==> src/rtl/clkctrl_pkg.sv <==
// Shared types and helpers for the clock-divider controller.
// Optional duty-cycle control is enabled with the CLKCTRL_DUTY_EN macro (see clock_div_ctrl).
package clkctrl_pkg;

    typedef enum logic [1:0] {
        ST_IDLE,
        ST_RUN,
        ST_STOPPING,
        ST_STEP
    } state_e;

    localparam int unsigned MIN_DIV = 2;

    // Helpers operate on a wide word; callers zero-extend in and truncate out.
    localparam int unsigned FN_W = 64;
    typedef logic [FN_W-1:0] fn_word_t;
    localparam fn_word_t FN_ONE = 1;
    localparam fn_word_t FN_MIN = MIN_DIV;

    function automatic fn_word_t eff_div(input fn_word_t n);
        return (n < FN_MIN) ? FN_MIN : n;
    endfunction

    function automatic fn_word_t half_div(input fn_word_t n);
        return eff_div(n) >> 1;
    endfunction

    // High phase length for an explicit duty request, kept within [1, N-1].
    function automatic fn_word_t clamp_high(input fn_word_t n, input fn_word_t h);
        fn_word_t ne;
        ne = eff_div(n);
        if (h < FN_ONE)
            return FN_ONE;
        if (h > ne - FN_ONE)
            return ne - FN_ONE;
        return h;
    endfunction

endpackage

==> src/rtl/clkctrl_phase_counter.sv <==
// Phase counter: alternates low/high phases of the requested lengths and emits
// registered rise/fall strobes aligned with the divided-clock edges.
module clkctrl_phase_counter #(
    parameter int unsigned WIDTH = 32
) (
    input  logic             clk_i,
    input  logic             rst_ni,
    input  logic             en_i,
    input  logic             clear_i,
    input  logic [WIDTH-1:0] low_len_i,
    input  logic [WIDTH-1:0] high_len_i,
    output logic             level_o,
    output logic             rise_o,
    output logic             fall_o,
    output logic             fall_tick_o
);

    logic [WIDTH-1:0] cnt_q, cnt_d, phase_len;
    logic             level_q, level_d, rise_q, rise_d, fall_q, fall_d;
    logic             wrap;

    assign phase_len   = level_q ? high_len_i : low_len_i;
    assign wrap        = cnt_q >= (phase_len - WIDTH'(1));
    assign fall_tick_o = en_i & level_q & wrap;

    always_comb begin
        cnt_d   = cnt_q;
        level_d = level_q;
        rise_d  = 1'b0;
        fall_d  = 1'b0;
        if (clear_i) begin
            // Leaving to idle: a pending rise is swallowed, a real fall is still reported.
            cnt_d   = '0;
            level_d = 1'b0;
            fall_d  = fall_tick_o;
        end else if (en_i) begin
            if (wrap) begin
                cnt_d   = '0;
                level_d = ~level_q;
                rise_d  = ~level_q;
                fall_d  = level_q;
            end else begin
                cnt_d = cnt_q + WIDTH'(1);
            end
        end
    end

    always_ff @(posedge clk_i or negedge rst_ni) begin
        if (!rst_ni) begin
            cnt_q   <= '0;
            level_q <= 1'b0;
            rise_q  <= 1'b0;
            fall_q  <= 1'b0;
        end else begin
            cnt_q   <= cnt_d;
            level_q <= level_d;
            rise_q  <= rise_d;
            fall_q  <= fall_d;
        end
    end

    assign level_o = level_q;
    assign rise_o  = rise_q;
    assign fall_o  = fall_q;

endmodule

==> src/rtl/clock_div_ctrl.sv <==
// Run/stop/step controller for the divided clock with glitch-free ratio changes.
// Define CLKCTRL_DUTY_EN to add programmable high-phase length (cfg_high/cur_high).
module clock_div_ctrl
    import clkctrl_pkg::*;
#(
    parameter int unsigned WIDTH     = 32,
    parameter int unsigned DEFAULT_N = 2
) (
    input  logic             refclk,
    input  logic             resetn,
    input  logic             cfg_valid,
    output logic             cfg_ready,
    input  logic [WIDTH-1:0] cfg_div,
`ifdef CLKCTRL_DUTY_EN
    input  logic [WIDTH-1:0] cfg_high,
    output logic [WIDTH-1:0] cur_high,
`endif
    input  logic             run,
    input  logic             step,
    output logic             outclk,
    output logic             out_rise,
    output logic             out_fall,
    output logic             step_done,
    output logic [WIDTH-1:0] cur_div,
    output logic             busy
);

    localparam logic [WIDTH-1:0] RST_DIV = WIDTH'(eff_div(fn_word_t'(DEFAULT_N)));

    state_e           state_q, state_d;
    logic [WIDTH-1:0] cur_div_q, cur_div_d, pend_div_q, pend_div_d, new_div;
    logic [WIDTH-1:0] high_len, low_len;
    logic             pend_vld_q, pend_vld_d, step_done_q, step_done_d;
    logic             accept, apply_pend, fall_tick, level;

    assign new_div = WIDTH'(eff_div(fn_word_t'(cfg_div)));

`ifdef CLKCTRL_DUTY_EN
    localparam logic [WIDTH-1:0] RST_HIGH = WIDTH'(half_div(fn_word_t'(DEFAULT_N)));
    logic [WIDTH-1:0] cur_high_q, cur_high_d, pend_high_q, pend_high_d, new_high;
    assign new_high = WIDTH'(clamp_high(fn_word_t'(cfg_div), fn_word_t'(cfg_high)));
    assign high_len = cur_high_q;
    assign low_len  = cur_div_q - cur_high_q;
    assign cur_high = cur_high_q;
`else
    assign high_len = cur_div_q >> 1;
    assign low_len  = high_len;
`endif

    clkctrl_phase_counter #(.WIDTH(WIDTH)) u_phase (
        .clk_i      (refclk),
        .rst_ni     (resetn),
        .en_i       (state_q != ST_IDLE),
        .clear_i    (state_d == ST_IDLE),
        .low_len_i  (low_len),
        .high_len_i (high_len),
        .level_o    (level),
        .rise_o     (out_rise),
        .fall_o     (out_fall),
        .fall_tick_o(fall_tick)
    );

    always_comb begin
        state_d = state_q;
        unique case (state_q)
            ST_IDLE:     if (run) state_d = ST_RUN;
                         else if (step) state_d = ST_STEP;
            // Stopping in the low phase truncates it; in the high phase the pulse completes.
            ST_RUN:      if (!run) state_d = (!level || fall_tick) ? ST_IDLE : ST_STOPPING;
            ST_STOPPING: if (run) state_d = ST_RUN;
                         else if (fall_tick) state_d = ST_IDLE;
            ST_STEP:     if (fall_tick) state_d = ST_IDLE;
            default:     state_d = ST_IDLE;
        endcase
    end

    assign cfg_ready   = ~pend_vld_q;
    assign accept      = cfg_valid & cfg_ready;
    assign apply_pend  = pend_vld_q & (fall_tick | state_q == ST_IDLE | state_d == ST_IDLE);
    assign step_done_d = (state_q == ST_STEP) & fall_tick;

    always_comb begin
        cur_div_d  = cur_div_q;
        pend_div_d = pend_div_q;
        pend_vld_d = pend_vld_q;
`ifdef CLKCTRL_DUTY_EN
        cur_high_d  = cur_high_q;
        pend_high_d = pend_high_q;
`endif
        if (apply_pend) begin
            cur_div_d  = pend_div_q;
            pend_vld_d = 1'b0;
`ifdef CLKCTRL_DUTY_EN
            cur_high_d = pend_high_q;
`endif
        end
        // A ratio accepted while running is held until the next falling edge.
        if (accept) begin
            if (state_q == ST_IDLE) begin
                cur_div_d = new_div;
`ifdef CLKCTRL_DUTY_EN
                cur_high_d = new_high;
`endif
            end else begin
                pend_vld_d = 1'b1;
                pend_div_d = new_div;
`ifdef CLKCTRL_DUTY_EN
                pend_high_d = new_high;
`endif
            end
        end
    end

    always_ff @(posedge refclk or negedge resetn) begin
        if (!resetn) begin
            state_q     <= ST_IDLE;
            cur_div_q   <= RST_DIV;
            pend_div_q  <= RST_DIV;
            pend_vld_q  <= 1'b0;
            step_done_q <= 1'b0;
`ifdef CLKCTRL_DUTY_EN
            cur_high_q  <= RST_HIGH;
            pend_high_q <= RST_HIGH;
`endif
        end else begin
            state_q     <= state_d;
            cur_div_q   <= cur_div_d;
            pend_div_q  <= pend_div_d;
            pend_vld_q  <= pend_vld_d;
            step_done_q <= step_done_d;
`ifdef CLKCTRL_DUTY_EN
            cur_high_q  <= cur_high_d;
            pend_high_q <= pend_high_d;
`endif
        end
    end

    assign outclk    = level;
    assign step_done = step_done_q;
    assign cur_div   = cur_div_q;
    assign busy      = (state_q != ST_IDLE);

endmodule
==> config.mk <==
export PLATFORM = sky130hd
export DESIGN_NAME = clock_div_ctrl
export DESIGN_NICKNAME = d
export VERILOG_FILES = /design/src/rtl/clkctrl_pkg.sv /design/src/rtl/clkctrl_phase_counter.sv /design/src/rtl/clock_div_ctrl.sv
export SDC_FILE = /design/constraint.sdc
export NUM_CORES = 1
export LEC_CHECK = 0
export CORE_ASPECT_RATIO = 0.5
export CORE_MARGIN = 3
export CORE_UTILIZATION = 51
export DETAILED_ROUTE_END_ITERATION = 16
export PLACE_DENSITY_LB_ADDON = 0.3
export SETUP_SLACK_MARGIN = 0.05
export SKIP_CTS_REPAIR_TIMING = 1
export SYNTH_ARGS = -nofsm -noshare
export SYNTH_HDL_FRONTEND = slang
export SYNTH_SLANG_ARGS = --single-unit
==> constraint.sdc <==
create_clock -name refclk -period 4.05 [get_ports refclk]
set_input_delay 0.81 -clock refclk [delete_from_list [all_inputs] [get_ports refclk]]
set_output_delay 0.81 -clock refclk [all_outputs]
set_load 0.005 [all_outputs]
# == After elaboration in Yosys (flattened, before gate mapping) ==
# Index checks and enable logic that the tools add are counted.
# classes
order_cmp,2
n_addsub,2
muxes,26
reduce_logical,9
bitwise_logic,10
n_eq_ne,3
# ops
cell,n
32-bit two-way mux,7
32-bit by 1-bit adder with 32-bit output (second input constant),1
32-bit greater-or-equal comparator,1
32-bit by 2-bit < comparator with 1-bit output (second input constant),1
31-bit by 1-bit subtractor with 32-bit output (second input constant),1
1-bit two-way mux,12
2-bit two-way mux,6
2-bit case mux with 4 select lines,1
2-bit nonzero test,3
1-bit bitwise AND,5
2-bit equality test (second input constant),2
2-bit logical NOT,2
2-bit AND reduction,2
1-bit inverter,3
2-bit by 1-bit equality test with 1-bit output (second input constant),1
1-bit OR,2
1-bit logical NOT,1
1-bit logical OR,1
# totals
regBits,103
out_inout_bits,38
input_bits,37
wordCells,61

# == Logic depth before layout (Yosys ltp) ==
# Gate-level depths: netlist (run 1).
# depth
ltp_word,13
depth_mapped,18
ltp_nobuf,16

# == Cells and area by module ==
# A second synthesis (run 1) with hierarchy kept.
# unflattened
cells_unflattened,669
hier_area_um2,6597.6
# modules_own_cells
mod,cells_per_inst,area_per_inst_um2,instances,seq_area_each_um2
clkctrl_phase_counter,423,3612.2,1,875.8
clock_div_ctrl,246,2985.4,1,1704.1

# == Worst setup path before layout (run 1) ==
# OpenSTA, ideal clock, no wires.
# synth_path
path_type,reg-to-reg
startpoint,register cur_div_q[10] (netlist: cur_div[10])
endpoint,register cur_div_q[10] (netlist: cur_div[10])
required_ns,3.924
n_path_buf,2
setup_slack_ns,-0.288
setup_time_ns,0.126
period_less_slack_ns,4.338
arrival_time_ns,4.211
stages_incl_launch_ff,17
cell_sequence,dfrtp_1 > or3_1 > or3_4 > nor3_2 > nand2_1 > nor3_2 > or4b_1 > ha_1 > nand4_1 > nor2_1 > a221o_1 > o21a_1 > a211o_1 > and2_0 > clkbuf_1 > buf_2 > a221o_2
# synth_between
elab_chain_len,13
elab_cells_between_ends,16
cone_classes,add/sub (1); order compare (1); mux (8); bitwise (4); reduce/logical (2)
# synth_lines
element,line_no,text
from (decl),clock_div_ctrl.sv:31,"logic [WIDTH-1:0] cur_div_q, cur_div_d, pend_div_q, pend_div_d, new_div;"
from (signal assigned),clock_div_ctrl.sv:127,cur_div_q <= cur_div_d;
31-bit by 1-bit subtractor with 32-bit output,clkctrl_phase_counter.sv:23,assign wrap = cnt_q >= (phase_len - WIDTH'(1));
32-bit greater-or-equal comparator,clkctrl_phase_counter.sv:23,
1-bit bitwise AND,clkctrl_phase_counter.sv:24,assign fall_tick_o = en_i & level_q & wrap;
1-bit logical OR,clock_div_ctrl.sv:69,ST_RUN: if (!run) state_d = (!level || fall_tick) ? ST_IDLE : ST_STOPPING;
2-bit two-way mux (2 in a row),clock_div_ctrl.sv:69,
2-bit case mux with 4 select lines,clock_div_ctrl.sv:65,unique case (state_q)
2-bit logical NOT,clock_div_ctrl.sv:79,assign apply_pend = pend_vld_q & (fall_tick | state_q == ST_IDLE | state_d == ST_IDLE);
1-bit OR,clock_div_ctrl.sv:79,
1-bit bitwise AND,clock_div_ctrl.sv:79,
32-bit two-way mux *,clock_div_ctrl.sv:90,if (apply_pend) begin
32-bit two-way mux,clock_div_ctrl.sv:99,if (state_q == ST_IDLE) begin
32-bit two-way mux *,clock_div_ctrl.sv:98,if (accept) begin
via cur_div_d[10],clock_div_ctrl.sv:31,
# Mark *: on every way through the listed nets, which the timed path passes. The rest lies on a longest branch.
# A chain may end at the register's enable or synchronous reset.

# == Worst setup path after layout (run 1) ==
# layout_path
startpoint,register cur_div_q[9] (netlist: cur_div[9])
endpoint,register cur_div_q[3] (netlist: cur_div[3])
# layout_between
elab_chain_len,13
elab_cells_between_ends,16
cone_classes,add/sub (1); order compare (1); mux (8); bitwise (4); reduce/logical (2)
# layout_lines
element,line_no
31-bit by 1-bit subtractor with 32-bit output *,clkctrl_phase_counter.sv:23
32-bit greater-or-equal comparator *,clkctrl_phase_counter.sv:23
1-bit bitwise AND *,clkctrl_phase_counter.sv:24
1-bit logical OR,clock_div_ctrl.sv:69
2-bit two-way mux (2 in a row),clock_div_ctrl.sv:69
2-bit case mux with 4 select lines,clock_div_ctrl.sv:65
2-bit logical NOT,clock_div_ctrl.sv:79
1-bit OR *,clock_div_ctrl.sv:79
1-bit bitwise AND *,clock_div_ctrl.sv:79
32-bit two-way mux *,clock_div_ctrl.sv:90
32-bit two-way mux,clock_div_ctrl.sv:99
32-bit two-way mux *,clock_div_ctrl.sv:98
via cur_div_d[3],clock_div_ctrl.sv:31
# Marks and branches as above.

==> impl_metrics.py, run 1 <==
metrics = {
    "status": {
        "outcome": "finished, violations left",
        "failed_checks": "setup timing",
    },
    "sta": {
        "worstMarginPinSlew_ns": 0.851,
        "setup_viol": 60,
        "tns_ns": -8.15,
        "holdWs_ns": 0.506,
        "finalCriticalPeriod_ns": 4.32,
        "timing.fmax_mhz": 232,
        "hold_violations": 0,
        "post-route-period-util": 1.07,
        "clock_skew_ns": 0.00905,
        "final_max_slew_viol_count": 0,
        "rsz0062_at_grt": "yes",
        "maxSlewHeadroom": 0.433,
        "setup_slack_ns": -0.267,
    },
    "cts": {
        "numCtsBuffers": 9,
        "cts_tree": "yes",
        "clockRootBuffer": "clkbuf_16",
        "clk_pin_slew_ns": 0.07,
        "clockBufferDepth": 2,
        "htreeDepth": 3,
        "clock-sinks": 103,
        "clock_latency_ns": 0.36,
    },
    "pwr": {
        "ir_drop_mv": 0.355,
        "powerDensity_nw_per_um2": 644,
        "power_mw": 5.01,
        "p_leak_nw": 3.35,
    },
    "cells_and_area": {
        "n_antenna_cell": 0,
        "stdcell_count": 848,
        "nNetsFinal": 775,
        "fillCellCount": 728,
        "final_util": 0.730,
        "drive_gt1_frac": 0.244,
        "syn_to_final_growth_pct": 33.6,
        "layout_common_cells": "dfrtp_1 (101), clkdlybuf4s50_1 (73), buf_4 (55)",
        "layout_commonest_cell": "dfrtp_1",
        "final_area_um2": 7790,
    },
    "detailed_routing": {
        "avgViaCountPerCell": 6.24,
        "vias": 5292,
        "dr.pass1.iters": 5,
        "totalWireLength_mm": 17.3,
        "wl_met3_mm": 1.42,
        "drcViolationCount": 0,
        "first_iter_violations": 567,
        "wl_per_cell_um": 20.4,
        "wl_met2_mm": 8.04,
        "wl_met1_mm": 7.49,
        "ant_nets": 0,
        "highest_layer": "met4",
    },
    "flow_run": {
        "drv_cap": 0,
    },
    "setup_path": {
        "cp.arrival_ns": 4.56,
        "reg2regPathDepth": 16,
        "worst_setup_path_start_kind": "flip-flop",
        "critical_path_buf_inv_count": 2,
        "path_cells": "or3_4, or3_4, nor3_4, nand2_2, buf_4, nor4_1, xnor2_1, ha_1, a21oi_1, o21ai_0, a221o_1, o21a_1, a211o_1, and2_4, buf_12, a221o_1",
        "crit_required_ns": 4.29,
        "timing.rr.end": "cur_div[3]",
        "crit_type": "flip-flop to flip-flop",
        "rrSetupSlack_ns": -0.27,
        "path_delay_family": "compound AO/OA/AOI/OAI gates",
        "worst_setup_path_end_kind": "flip-flop",
        "crit_slowest_cell": "or3_4",
        "reg2reg_from": "cur_div[9]",
        "cpPeakStageDelay_ns": 0.44,
        "path_max_fanout": 16,
    },
    "yosys": {
        "synth_nets": 642,
        "netlist_area_um2": 5830,
        "synth.distinct_cells": 55,
        "synth_top_flop_cell": "dfrtp_1",
        "synth-seq-cells": 103,
        "synth_edf_count": 0,
        "avgSynthCellArea_um2": 10.2,
        "ys_seq_area_frac": 0.443,
        "netlist_instances": 571,
        "ys_async_sr_fraction": 1.00,
        "ys_warn_count": 0,
    },
    "floorplanning": {
        "die-area_um2": 12800,
        "core-area_um2": 10700,
        "die_x_um": 157,
        "ioPinCount": 75,
        "start_util": 0.546,
        "rows": 26,
        "dieHeight_um": 81.6,
    },
    "global_route": {
        "grt_overflow": 0,
        "grt_pass1_wl_mm": 25.5,
        "grt_usage": 0.257,
        "antenna_found_initial": 0,
        "first_global_vias": 4878,
        "grt_max_degree": 69,
    },
    "min_path": {
        "min_from": "cur_div[0]",
        "hold_path_class": "flip-flop to flip-flop",
        "hold_end": "cur_div[0]",
        "min_path_cells": 1,
    },
    "placed_design": {
        "place_ws_ns": -0.223,
        "gp_congestion": 0.880,
        "hpwl_mm": 11.7,
        "place_inst": 819,
        "io_buffers": 74,
        "placed_cell_area_um2": 7130,
    },
}
-- registers in the layout (all words and copies together) (netlist names) --
name,cells
cur_div,32
pend_div_q,32
pend_vld_q,1
state_q,2
step_done,1
u_phase.cnt_q,32
u_phase.fall_o,1
u_phase.level_o,1
u_phase.rise_o,1
-- report_power, final --
group	internal (mW)	leakage, nW	total (mW)	switching (mW)
registers	1.38	1.30	1.69	0.311
logic	1.28	1.90	2.41	1.13
clock network	0.488	0.146	0.907	0.419
total	3.15	3.35	5.01	1.86
-- layout make-up --
class,instances,area (um2),share of cell area
multi-input combinational,435,3330,0.428
clock inverter,6,77.6,0.00996
tap,140,175,0.0225
timing repair buffer,144,1360,0.174
inverter,11,41.3,0.00530
clock buffer,9,225,0.0289
sequential,103,2580,0.331
-- worst reg2reg max path, stage by stage, from the launching register on --
cell and delay (ns):
dfrtp_1 0.38, or3_4 0.39, or3_4 0.44, nor3_4 0.14
nand2_2 0.11, buf_4 0.15, nor4_1 0.22, xnor2_1 0.20
ha_1 0.30, a21oi_1 0.20, o21ai_0 0.18, a221o_1 0.33
o21a_1 0.18, a211o_1 0.28, and2_4 0.19, buf_12 0.15
a221o_1 0.36
-- how the worst max path moves through the flow --
stage / start / endpoint / slack (ns) / cells past startpoint
4_1_cts: cur_div[9] / cur_div[28] / -0.29 / 17
3_5_place_dp: cur_div[9] / cur_div[4] / -0.22 / 16
3_3_place_gp: cur_div[9] / cur_div[10] / -0.10 / 16
6_report: cur_div[9] / cur_div[3] / -0.27 / 16
2_1_floorplan: cur_div[9] / cur_div[10] / -0.24 / 17
5_1_grt: cur_div[9] / cur_div[11] / -0.39 / 16
-- cell families (layout without fill, tap and decap cells) --
group | count (synthesis) | after routing | share of synthesized area
multiplexers | 30 | 30 | 0.0580
AND/OR/NAND/NOR | 227 | 227 | 0.205
flip-flops | 103 | 103 | 0.443
adder cells (fa/ha/maj) | 34 | 34 | 0.0730
buffers and inverters | 34 | 170 | 0.0232
XOR/XNOR | 54 | 54 | 0.0811
AO/OA/AOI/OAI | 89 | 90 | 0.117
-- per-layer routing --
metal	up-vias	GRT usage
li1	2374	-
met1	2625	0.365
met2	258	0.409
met3	35	0.0505
met4	0	0.0649
met5	-	0
-- Yosys cell counts, drive strengths merged, types with 5 or more instances --
cell type / instances / area, um2
a211oi: 6 / 45.0
a21oi: 11 / 55.1
a221o: 31 / 312
and3: 36 / 225
buf: 6 / 30.0
clkbuf: 17 / 63.8
dfrtp: 101 / 2530
ha: 34 / 425
inv: 10 / 37.5
mux2: 30 / 338
nand2: 29 / 111
nand3: 14 / 70.1
nand4: 18 / 113
nor2: 76 / 285
nor3: 16 / 106
nor4: 14 / 103
o21ai: 14 / 70.1
or3: 5 / 42.5
xnor2: 30 / 263
xor2: 24 / 210
Note: power is estimated with default switching activity, not from simulation.
==> run 2: changes to the inputs <==
--- a/config.mk
+++ b/config.mk
@@ -5,7 +5,7 @@
 export SDC_FILE = /design/constraint.sdc
 export NUM_CORES = 1
 export LEC_CHECK = 0
-export CORE_ASPECT_RATIO = 0.5
+export CORE_ASPECT_RATIO = 1.75
 export CORE_MARGIN = 3
 export CORE_UTILIZATION = 51
 export DETAILED_ROUTE_END_ITERATION = 16
==> run 2 against run 1 <==
Compared with the run above: the flow still finishes with violations (setup timing); global-route usage is 0.87 points lower; routed wire length is 5.4% lower; clock-buffer cell count stayed put; hold slack better by 0.0044 ns; sequential power hardly changed; critical path type unchanged; largest power group unchanged; highest routed layer unchanged.
==> impl_metrics.py, run 2 (synthesized netlist as in run 1, its figures left out) <==
metrics = {
    "cts": {
        "numCtsBuffers": 9,
        "clockRootBuffer": "clkbuf_16",
        "cts_tree": "yes",
        "clk_pin_slew_ns": 0.07,
        "clockBufferDepth": 2,
        "clock_latency_ns": 0.35,
        "htreeDepth": 3,
        "clock-sinks": 103,
    },
    "detailed_routing": {
        "wl_met3_um": 637,
        "avgViaCountPerCell": 6.16,
        "wl_per_cell_um": 19.5,
        "first_iter_violations": 212,
        "vias": 5166,
        "totalWireLength_mm": 16.4,
        "drcViolationCount": 0,
        "highest_layer": "met4",
        "wl_met1_mm": 6.09,
        "wl_met2_mm": 8.82,
        "ant_nets": 0,
        "dr.pass1.iters": 4,
    },
    "min_path": {
        "hold_path_class": "flip-flop to flip-flop",
        "hold_end": "pend_div_q[1]",
        "min_from": "pend_div_q[1]",
        "min_path_cells": 2,
    },
    "global_route": {
        "grt_pass1_wl_mm": 25.3,
        "grt_usage": 0.248,
        "grt_max_degree": 81,
        "antenna_found_initial": 0,
        "grt_overflow": 0,
        "first_global_vias": 5278,
    },
    "setup_path": {
        "rrSetupSlack_ns": -0.32,
        "crit_required_ns": 4.27,
        "worst_setup_path_end_kind": "flip-flop",
        "reg2regPathDepth": 17,
        "worst_setup_path_start_kind": "flip-flop",
        "path_max_fanout": 15,
        "reg2reg_from": "cur_div[9]",
        "timing.rr.end": "cur_div[22]",
        "cp.arrival_ns": 4.59,
        "crit_type": "flip-flop to flip-flop",
    },
    "flow_run": {
        "drv_cap": 0,
    },
    "floorplanning": {
        "dieHeight_um": 147,
        "core-area_um2": 11200,
        "ioPinCount": 75,
        "rows": 51,
        "die_x_um": 86.8,
        "die-area_um2": 12800,
        "start_util": 0.522,
    },
    "status": {
        "outcome": "finished, violations left",
        "failed_checks": "setup timing",
    },
    "sta": {
        "setup_viol": 33,
        "setup_slack_ns": -0.321,
        "rsz0062_at_grt": "yes",
        "final_max_slew_viol_count": 0,
        "hold_violations": 0,
        "clock_skew_ns": 0.00530,
        "tns_ns": -9.07,
        "worstMarginPinSlew_ns": 1.04,
        "post-route-period-util": 1.08,
        "finalCriticalPeriod_ns": 4.37,
        "timing.fmax_mhz": 229,
        "maxSlewHeadroom": 0.308,
    },
    "pwr": {
        "p_leak_nw": 3.37,
        "ir_drop_mv": 0.452,
        "power_mw": 4.92,
        "powerDensity_nw_per_um2": 640,
    },
    "cells_and_area": {
        "layout_commonest_cell": "dfrtp_1",
        "nNetsFinal": 772,
        "syn_to_final_growth_pct": 31.7,
        "layout_common_cells": "dfrtp_1 (101), clkdlybuf4s50_1 (73), nor2_1 (71)",
        "stdcell_count": 838,
        "n_antenna_cell": 0,
        "drive_gt1_frac": 0.210,
    },
    "placed_design": {
        "place_inst": 809,
        "hpwl_mm": 11.3,
        "gp_congestion": 0.847,
        "io_buffers": 74,
        "place_ws_ns": -0.337,
    },
}
==> run 2: cell types whose count changed in the layout (fill, tap and decap cells not counted), sizes merged <==
| cell | delta |
|---|---|
| bufinv | -1 |
| clkinvlp | -1 |
| clkinv | +2 |
| inv | +1 |
| clkbuf | +2 |
| buf | -4 |
| o21ai | -1 |
==> run 2: area by class of cell <==
cell class	instances	area, um2
clock buffers	9	225
multi-input cells	434	3230
repair buffers	142	1370
clock inverters	7	65.1
flip-flops and latches	103	2580
well taps	132	165
inverters	11	41.3
fillers	793	3490
==> run 2: worst max-delay path, cell delays in order (launching register included) <==
cell and delay [ns]:
dfrtp_1 0.39, or3_4 0.39, or3_4 0.38, nor3_4 0.15, nand2_2 0.08, or3_4 0.43, buf_12 0.14, nor2_1 0.13
xnor2_1 0.16, ha_1 0.27, nand4_1 0.12, nor2_1 0.07, a221o_1 0.34, o21a_1 0.21, a211o_1 0.28, and2_4 0.19
clkbuf_16 0.18, a221o_1 0.34
==> run 2: how the worst max path moves through the flow <==
stage / from / end / slack [ns]
global route: cur_div[2] / cur_div[22] / -0.45
detailed placement: cur_div[9] / cur_div[2] / -0.34
finish: cur_div[9] / cur_div[22] / -0.32
CTS: cur_div[9] / cur_div[9] / -0.43
floorplan: cur_div[9] / cur_div[10] / -0.24
global placement: cur_div[9] / cur_div[10] / -0.14
==> run 2: report_power, final <==
group          internal (mW)  leakage [nW]  switching [mW]
combinational           1.31          1.93            1.07
clock                  0.432         0.144           0.418
sequential              1.38          1.30           0.305
==> run 2: through the flow <==
stage | util | area (um2) | hold WS, ns
floorplan | - | 5870 | 0.476
global placement | 0.637 | 7110 | 0.484
detailed placement | 0.637 | 7110 | 0.492
CTS | 0.663 | 7400 | 0.505
global route | 0.688 | 7680 | 0.519
finish | 0.688 | 7680 | 0.510
==> run 2: routing by layer <==
metal / vias to the layer above / track usage
met2: 181 / 0.442
met1: 2541 / 0.292
li1: 2377 / -
met5: - / 0
met3: 67 / 0.0329
met4: 0 / 0.105
==> run 3: changes to the inputs <==
--- a/config.mk
+++ b/config.mk
@@ -15,3 +15,4 @@
 export SYNTH_ARGS = -nofsm -noshare
 export SYNTH_HDL_FRONTEND = slang
 export SYNTH_SLANG_ARGS = --single-unit
+export TNS_END_PERCENT = 30
==> run 3 against run 2 <==
Compared with the run above: the flow still finishes with violations (setup timing); routed wire length shrank 5.1%; utilization shrank 0.40 points; clock power grew 5.1%; power shrank 0.19%; critical path depth is the same; clock-buffer cell count is the same; sequential share of layout area grew 0.20 points; fmax grew 2.9%; non-clock buffer count shrank 7.
==> impl_metrics.py, run 3 (synthesized netlist as in run 1, its figures left out) <==
metrics = {
    "floorplanning": {
        "ioPinCount": 75,
        "dieHeight_um": 147,
        "start_util": 0.522,
        "rows": 51,
        "die-area_um2": 12800,
        "die_x_um": 86.8,
        "core-area_um2": 11200,
    },
    "cells_and_area": {
        "multi_input_area_um2": 3280,
        "final_util": 0.684,
        "layout_commonest_cell": "dfrtp_1",
        "register_area_um2": 2580,
        "fillCellCount": 802,
        "final_area_um2": 7630,
        "drive_gt1_frac": 0.206,
        "n_antenna_cell": 0,
        "syn_to_final_growth_pct": 31.0,
        "layout_common_cells": "dfrtp_1 (101), clkdlybuf4s50_1 (73), nor2_1 (72)",
        "nNetsFinal": 765,
    },
    "detailed_routing": {
        "avgViaCountPerCell": 6.08,
        "totalWireLength_mm": 15.5,
        "vias": 5052,
        "first_iter_violations": 192,
        "dr.pass1.iters": 4,
        "drcViolationCount": 0,
        "ant_nets": 0,
        "wl_per_cell_um": 18.7,
    },
    "min_path": {
        "min_from": "pend_div_q[17]",
        "hold_path_class": "flip-flop to flip-flop",
        "min_path_cells": 1,
        "hold_end": "cur_div[17]",
    },
    "status": {
        "failed_checks": "setup timing",
        "outcome": "finished, violations left",
    },
    "setup_path": {
        "path_max_fanout": 15,
        "worst_setup_path_end_kind": "flip-flop",
        "crit_required_ns": 4.29,
        "rrSetupSlack_ns": -0.20,
        "reg2reg_from": "cur_div[9]",
        "worst_setup_path_start_kind": "flip-flop",
        "crit_type": "flip-flop to flip-flop",
        "reg2regPathDepth": 17,
        "cp.arrival_ns": 4.48,
        "crit_start": "cur_div[9]",
        "timing.rr.end": "cur_div[10]",
    },
    "placed_design": {
        "placed_cell_area_um2": 7120,
        "io_buffers": 74,
        "gp_congestion": 0.825,
        "hpwl_mm": 11.2,
    },
    "global_route": {
        "grt_overflow": 0,
        "grt_max_degree": 84,
        "grt_usage": 0.242,
        "first_global_vias": 5099,
        "grt_pass1_wl_mm": 24.5,
        "antenna_found_initial": 0,
    },
    "sta": {
        "maxSlewHeadroom": 0.313,
        "setup_slack_ns": -0.199,
        "tns_ns": -4.92,
        "post-route-period-util": 1.05,
        "final_max_slew_viol_count": 0,
        "clock_skew_ns": 0.00850,
        "holdWs_ns": 0.509,
        "rsz0062_at_grt": "yes",
        "worstMarginPinSlew_ns": 1.03,
        "hold_violations": 0,
        "timing.fmax_mhz": 235,
        "setup_viol": 32,
        "finalCriticalPeriod_ns": 4.25,
    },
    "pwr": {
        "power_mw": 4.91,
        "p_leak_nw": 3.33,
        "ir_drop_mv": 0.439,
        "powerDensity_nw_per_um2": 643,
    },
    "cts": {
        "numCtsBuffers": 9,
        "cts_tree": "yes",
        "clock-sinks": 103,
        "clk_pin_slew_ns": 0.07,
        "clock_latency_ns": 0.35,
        "clockRootBuffer": "clkbuf_16",
        "clockBufferDepth": 2,
        "htreeDepth": 3,
    },
    "flow_run": {
        "drv_cap": 0,
    },
}
run 3: final cells by class:
type                    count  share of cell area
repair buffers            135               0.165
well taps                 132              0.0216
clock buffers               9              0.0295
flip-flops and latches    103               0.338
multi-input cells         434               0.430
inverters                  11             0.00541
clock inverters             7              0.0105
run 3: how the worst max path moves through the flow:
stage | end | depth (start not counted) | slack, ns
after global placement | cur_div[10] | 16 | -0.13
final | cur_div[10] | 17 | -0.20
after CTS | cur_div[11] | 16 | -0.25
after detailed placement | cur_div[22] | 17 | -0.24
after floorplan | cur_div[10] | 17 | -0.24
after global routing | cur_div[10] | 17 | -0.33
run 3: routing by layer:
metal  global-route usage  vias to the layer above  share of wire
met1                0.278                     2499           0.38
met2                0.433                      161           0.55
met3               0.0323                       45          0.039
met4                0.110                        0          0.037
met5                    0                        -              0
li1                     -                     2347              -
run 3: critical path, cell delays in order (launching register included):
cell and delay [ns]:
dfrtp_1 0.39, or3_4 0.39, or3_4 0.38, nor3_4 0.20, nand2_2 0.12, nor3_4 0.16
or4b_4 0.50, ha_4 0.29, nand4_1 0.14, buf_4 0.19, nor3_4 0.17, o21a_1 0.18
and2_4 0.15, a211o_1 0.16, buf_6 0.13, a21oi_4 0.08, buf_12 0.18, a221o_2 0.34
run 3: where the power goes:
part / internal, mW / switching (mW)
Sequential: 1.38 / 0.303
Combinational: 1.27 / 1.06
Clock: 0.487 / 0.406
run 3: metrics by stage:
stage | cells | setup slack, ns
floorplan | 571 | -0.237
global placement | 809 | -0.135
detailed placement | 809 | -0.238
CTS | 825 | -0.251
global route | 831 | -0.328
finish | 831 | -0.199
